===== src/rtl/crossbar_oport_pkg.sv =====
// Shared NoC sizing defines plus small helpers for the crossbar output port.
// The defines are guarded so that any other NoC file can carry the same set.
`ifndef NOC_DEFINES_SVH
`define NOC_DEFINES_SVH
`define DW        32
`define V         4
`define BUF_DEPTH 4
`endif

package crossbar_oport_pkg;

  // True when exactly one bit of a VC select vector is set.
  function automatic logic isOneHot(input logic [`V-1:0] sel);
    return (sel != '0) && ((sel & (sel - 1'b1)) == '0);
  endfunction

endpackage


===== src/rtl/crossbar_oport_credit_counter.sv =====
// Per-VC downstream credit counter: range 0..DEPTH, saturating at DEPTH.
// A simultaneous dec and inc cancel; ovf flags a credit return while full.
module credit_counter #(
  parameter int DEPTH = 4,
  parameter int CW    = $clog2(DEPTH + 1)
) (
  input  logic          clk,
  input  logic          rstn,
  input  logic          dec,
  input  logic          inc,
  output logic [CW-1:0] count,
  output logic          nonzero,
  output logic          ovf
);

  logic [CW-1:0] r_count;
  logic          w_full;

  assign w_full  = (r_count == CW'(DEPTH));
  assign count   = r_count;
  assign nonzero = (r_count != '0);
  assign ovf     = inc && !dec && w_full;

  // dec is only ever asserted by the port when the count is nonzero.
  always_ff @(posedge clk or negedge rstn) begin
    if (!rstn) begin
      r_count <= CW'(DEPTH);
    end else if (dec && !inc) begin
      r_count <= r_count - CW'(1);
    end else if (inc && !dec && !w_full) begin
      r_count <= r_count + CW'(1);
    end
  end

endmodule


===== src/rtl/crossbar_oport.sv =====
// Crossbar output port: registers granted flits onto the link and tracks
// downstream per-VC credits, dropping and flagging flits that cannot be sent.
module crossbar_oport
  import crossbar_oport_pkg::*;
#(
  parameter int DW    = `DW,
  parameter int V     = `V,
  parameter int DEPTH = `BUF_DEPTH,
  parameter int CW    = $clog2(DEPTH + 1)
) (
  input  logic          clk,
  input  logic          rstn,
  input  logic [DW-1:0] data_in,
  input  logic          valid_in,
  input  logic [V-1:0]  vc_sel,
  input  logic [V-1:0]  credit_in,
  output logic [DW-1:0] data_out,
  output logic          valid_out,
  output logic [1:0]    vc_id_out,
  output logic [V-1:0]  credit_avail,
  output logic          err
);

  logic [DW-1:0]        r_data;
  logic                 r_valid;
  logic [1:0]           r_vcId;
  logic                 r_err;

  logic                 w_oneHot;
  logic                 w_accept;
  logic                 w_drop;
  logic [1:0]           w_enc;
  logic [V-1:0]         w_dec;
  logic [V-1:0]         w_nonzero;
  logic [V-1:0]         w_ovf;
  logic [V-1:0][CW-1:0] w_count;

  assign w_oneHot = isOneHot(vc_sel);
  assign w_accept = valid_in && w_oneHot && ((vc_sel & w_nonzero) != '0);
  assign w_drop   = valid_in && !w_accept;
  assign w_dec    = w_accept ? vc_sel : '0;

  always_comb begin
    w_enc = 2'd0;
    for (int i = 0; i < V; i++) begin
      if (vc_sel[i]) begin
        w_enc = 2'(i);
      end
    end
  end

  for (genvar g = 0; g < V; g++) begin : g_vc
    credit_counter #(
      .DEPTH (DEPTH),
      .CW    (CW)
    ) u_cnt (
      .clk     (clk),
      .rstn    (rstn),
      .dec     (w_dec[g]),
      .inc     (credit_in[g]),
      .count   (w_count[g]),
      .nonzero (w_nonzero[g]),
      .ovf     (w_ovf[g])
    );
  end

  // Dropped flits and credit overflows both latch err until reset.
  always_ff @(posedge clk or negedge rstn) begin
    if (!rstn) begin
      r_data  <= '0;
      r_valid <= 1'b0;
      r_vcId  <= 2'd0;
      r_err   <= 1'b0;
    end else begin
      r_data  <= data_in;
      r_valid <= w_accept;
      r_vcId  <= w_enc;
      r_err   <= r_err || w_drop || (w_ovf != '0);
    end
  end

  assign data_out     = r_data;
  assign valid_out    = r_valid;
  assign vc_id_out    = r_vcId;
  assign err          = r_err;
  assign credit_avail = w_nonzero;

endmodule


===== config.mk =====
export PLATFORM = sky130hd
export DESIGN_NAME = crossbar_oport
export DESIGN_NICKNAME = d
export VERILOG_FILES = /design/src/rtl/crossbar_oport_pkg.sv /design/src/rtl/crossbar_oport_credit_counter.sv /design/src/rtl/crossbar_oport.sv
export SDC_FILE = /design/constraint.sdc
export NUM_CORES = 1
export LEC_CHECK = 0
export CAP_MARGIN = 20
export CORE_MARGIN = 4
export CORE_UTILIZATION = 40
export CTS_CLUSTER_SIZE = 16
export DETAILED_ROUTE_END_ITERATION = 16
export HOLD_SLACK_MARGIN = 0.03
export PLACE_DENSITY = 0.76
export SLEW_MARGIN = 20
export SYNTH_ARGS = -nofsm -noshare
export SYNTH_HDL_FRONTEND = slang
export SYNTH_HIERARCHICAL = 1
export SYNTH_SLANG_ARGS = --single-unit

===== constraint.sdc =====
create_clock -name clk -period 3.2 [get_ports clk]
set_input_delay 0.8 -clock clk [delete_from_list [all_inputs] [get_ports clk]]
set_output_delay 0.8 -clock clk [all_outputs]
set_load 0.03 [all_outputs]

==> flow_summary.json <==
{
  "intPower_mw": 1.26,
  "synth_area_um2": 1950,
  "synth_cell_types": 36,
  "sw_frac_of_total_pct": 33.2,
  "hold_class": "in -> async",
  "viasPerCell": 4.68,
  "drt_pre_antenna_iters": 4,
  "clk_pin_slew_ns": 0.09,
  "r2r_slack_ns": 0.58,
  "status": "complete, no violations",
  "netlist_instances": 163,
  "fmax_ghz": 0.333,
  "setup_viol": 0,
  "num_io_pins": 83,
  "die_h_um": 77.8,
  "worstSetupStartpointType": "input pin",
  "grt_pass1_vias": 1611,
  "final_nets": 321,
  "fin_crit_ns": 3.00,
  "synth.top_cell.area_share_pct": 56.4,
  "cp.arrival_ns": 3.19,
  "antenna_found_initial": 0,
  "insertion_delay_ns": 0.28,
  "grt_overflow": 0,
  "endpoint_kind": "flip-flop",
  "cts-hold-fix-buffers": 0,
  "dr.first_iter.drc_count": 54,
  "nFillCells": 379,
  "pwr-share-comb_pct": 35.4,
  "seqPwrFrac_pct": 42.6,
  "critPathMaxFanout": 5,
  "grt-busiest-layer": "met2",
  "synth_top_cell_by_area": "dfrtp_1",
  "post_drt_wl_per_cell_um": 13.1,
  "period_share_pct": 93.9,
  "p_leak_nw": 1.36,
  "finalHoldViolations": 0,
  "synth_area_per_cell_um2": 12.0,
  "areaGrowthSynthToFinish_pct": 61.6,
  "ir_worst_vdd_uv": 411,
  "ys_seq_area_share_pct": 61.8,
  "setup_tns_ns": 0,
  "cts_tree": "done",
  "die_w_um": 77.8,
  "powerDensity_nw_per_um2": 600,
  "globalRouteTotalUtil_pct": 16.1,
  "drc": 0,
  "vias": 1601,
  "initial_core_util_pct": 41.3,
  "ant_nets": 0,
  "critical_path_class": "in -> reg",
  "wl_mm": 4.47,
  "drv_cap": 0,
  "clkPwrFrac_pct": 22.0,
  "rsz0062_at_grt": "no",
  "core_area_um2": 4720,
  "ys_seq_elements": 48,
  "place_ws_ns": -0.198,
  "drive_gt1_share_pct": 16.7,
  "met2_usage_pct": 27.0,
  "htree_levels": 2,
  "relSlewSlack_pct": 62.0,
  "grt_max_degree": 49,
  "cts_resized": 0,
  "portBuffers": 82,
  "diodes": 0,
  "yosysWarnings": 6,
  "numPlacedInstances": 334,
  "dp_hpwl_mm": 3.53,
  "globalRouteMet3Util_pct": 4.76,
  "grt_pass1_wl_mm": 7.67,
  "power_switching_mw": 0.627,
  "slew_violations": 0,
  "dieArea_um2": 6060,
  "layoutNonFillerInstCount": 342,
  "cts_root_buffer": "clkbuf_8",
  "syn_nets": 210,
  "synthTopCellsByArea": "dfrtp_1 56%, dfstp_2 5.4%, fa_1 4.1%, inv_1 4.0%, o211ai_1 2.3%",
  "fin_skew_ns": 0.00196,
  "fin_ws_ns": 0.196,
  "cts_made_buffers": 5,
  "max_slew.worst_pin.slew_ns": 0.570,
  "cts_setup_buffers": 0,
  "gp_congestion": 0.850,
  "worst-endpoint-required_ns": 3.39,
  "grt.met1_usage_pct": 20.2,
  "clockBufferDepth": 2,
  "rows": 25,
  "clkSinkCount": 48
}
-- through the flow --
step                      area (um2)  hold WS, ns  util [%]  total power, mW
after floorplan                 1950        0.486         -             1.22
after global placement          3020        0.500      63.8             1.45
after detailed placement        3020        0.509      63.8             1.48
after CTS                       3120        0.523      66.1             1.90
after global routing            3150        0.535      66.7             2.04
final                           3150        0.509      66.7             1.89
-- per-layer routing --
metal  up-vias  share of wire, %
met2        55                51
met3         6               5.8
met5         -                 0
met4         0               1.7
li1        791                 -
met1       749                42
-- layout by cell type, fill, tap and decap left out, drive strengths merged, types with 3 or more instances in the layout --
cell	Yosys	final
a22oi	4	4
nand3b	4	4
nor2	5	5
o211ai	6	6
xor2	3	3
nand2	4	4
a21oi	6	6
dfrtp	44	44
and3	4	4
clkbuf	0	7
dfstp	4	4
and2b	4	4
nor2b	6	6
nor3	5	5
clkdlybuf4s50	0	80
o21ai	11	11
fa	4	4
inv	23	23
buf	0	23
-- worst paths after layout --
| check | from | endpoint | cells past startpoint |
|---|---|---|---|
| hold / removal | rstn | data_out[14] | 1 |
| setup reg to reg | g_vc[3].u_cnt/count[2] | g_vc[0].u_cnt/count[2] | 12 |
| hold reg to reg | g_vc[0].u_cnt/count[2] | g_vc[0].u_cnt/count[2] | 2 |
| max in group asynchronous | rstn | g_vc[2].u_cnt/count[2] | 1 |
| setup / recovery | vc_sel[3] | g_vc[3].u_cnt/count[2] | 11 |
| min in group clk | g_vc[0].u_cnt/count[2] | g_vc[0].u_cnt/count[2] | 2 |
-- state kept, by name (all words and copies together) (netlist names) --
signal and count:
vc_id_out 2, data_out 32, err 1, g_vc.u_cnt/count 12, valid_out 1
-- synthesized netlist by cell type --
| cell type | n |
|---|---|
| inv_1 | 21 |
| nor4b_1 | 2 |
| o21ai_1 | 2 |
| nand2b_1 | 2 |
| nand2_1 | 4 |
| a211oi_1 | 2 |
| o21a_1 | 2 |
| nand3_1 | 2 |
| o211ai_1 | 6 |
| inv_2 | 2 |
| and3_1 | 4 |
| o21ai_0 | 8 |
| nor2_1 | 5 |
| and2b_1 | 2 |
| dfrtp_1 | 44 |
| a221oi_1 | 2 |
| and2b_4 | 2 |
| a32oi_1 | 2 |
| nand3b_1 | 4 |
| a21oi_1 | 6 |
| nor2b_2 | 2 |
| or3b_1 | 2 |
| or2_1 | 2 |
| dfstp_2 | 4 |
| nor3_1 | 5 |
| a31oi_1 | 2 |
| o21ai_2 | 1 |
| o22a_1 | 1 |
| a22o_1 | 1 |
| a311oi_1 | 1 |
| fa_1 | 4 |
| nor4_1 | 2 |
| a22oi_1 | 4 |
| nor2b_1 | 4 |
| a22o_2 | 1 |
| xor2_1 | 3 |
-- power by group through the flow --
| stage | Sequential [mW] | Clock, mW | Combinational, mW |
|---|---|---|---|
| after detailed placement | 0.817 | 0 | 0.662 |
| after global placement | 0.813 | 0 | 0.641 |
| after CTS | 0.805 | 0.429 | 0.667 |
| final | 0.805 | 0.416 | 0.670 |
| after global routing | 0.823 | 0.463 | 0.756 |
| after floorplan | 0.847 | 0 | 0.372 |
-- final cells by class --
class | count | area, um2 | area share (%)
sequential | 48 | 1210 | 38.3
timing repair buffer | 104 | 986 | 31.3
multi-input combinational | 92 | 683 | 21.7
inverter | 23 | 86.3 | 2.74
tap | 67 | 83.8 | 2.66
clock buffer | 7 | 76.3 | 2.42
clock inverter | 1 | 30.0 | 0.953
-- logic make-up after synthesis --
| logic type | share of synthesized area (%) |
|---|---|
| XOR/XNOR | 1.35 |
| buffers and inverters | 4.43 |
| AO/OA/AOI/OAI | 14.2 |
| adder cells (fa/ha/maj) | 4.11 |
| AND/OR/NAND/NOR | 14.0 |
| flip-flops | 61.8 |
-- critical path, stage by stage --
cell             delay, ns
clkdlybuf4s50_1       0.56
xor2_1                0.20
o211ai_1              0.14
buf_4                 0.17
nor3_2                0.19
nor2b_2               0.19
inv_1                 0.07
fa_1                  0.44
nand3b_1              0.12
o21ai_1               0.06
a221oi_1              0.24
(Power assumes the default switching activity.)
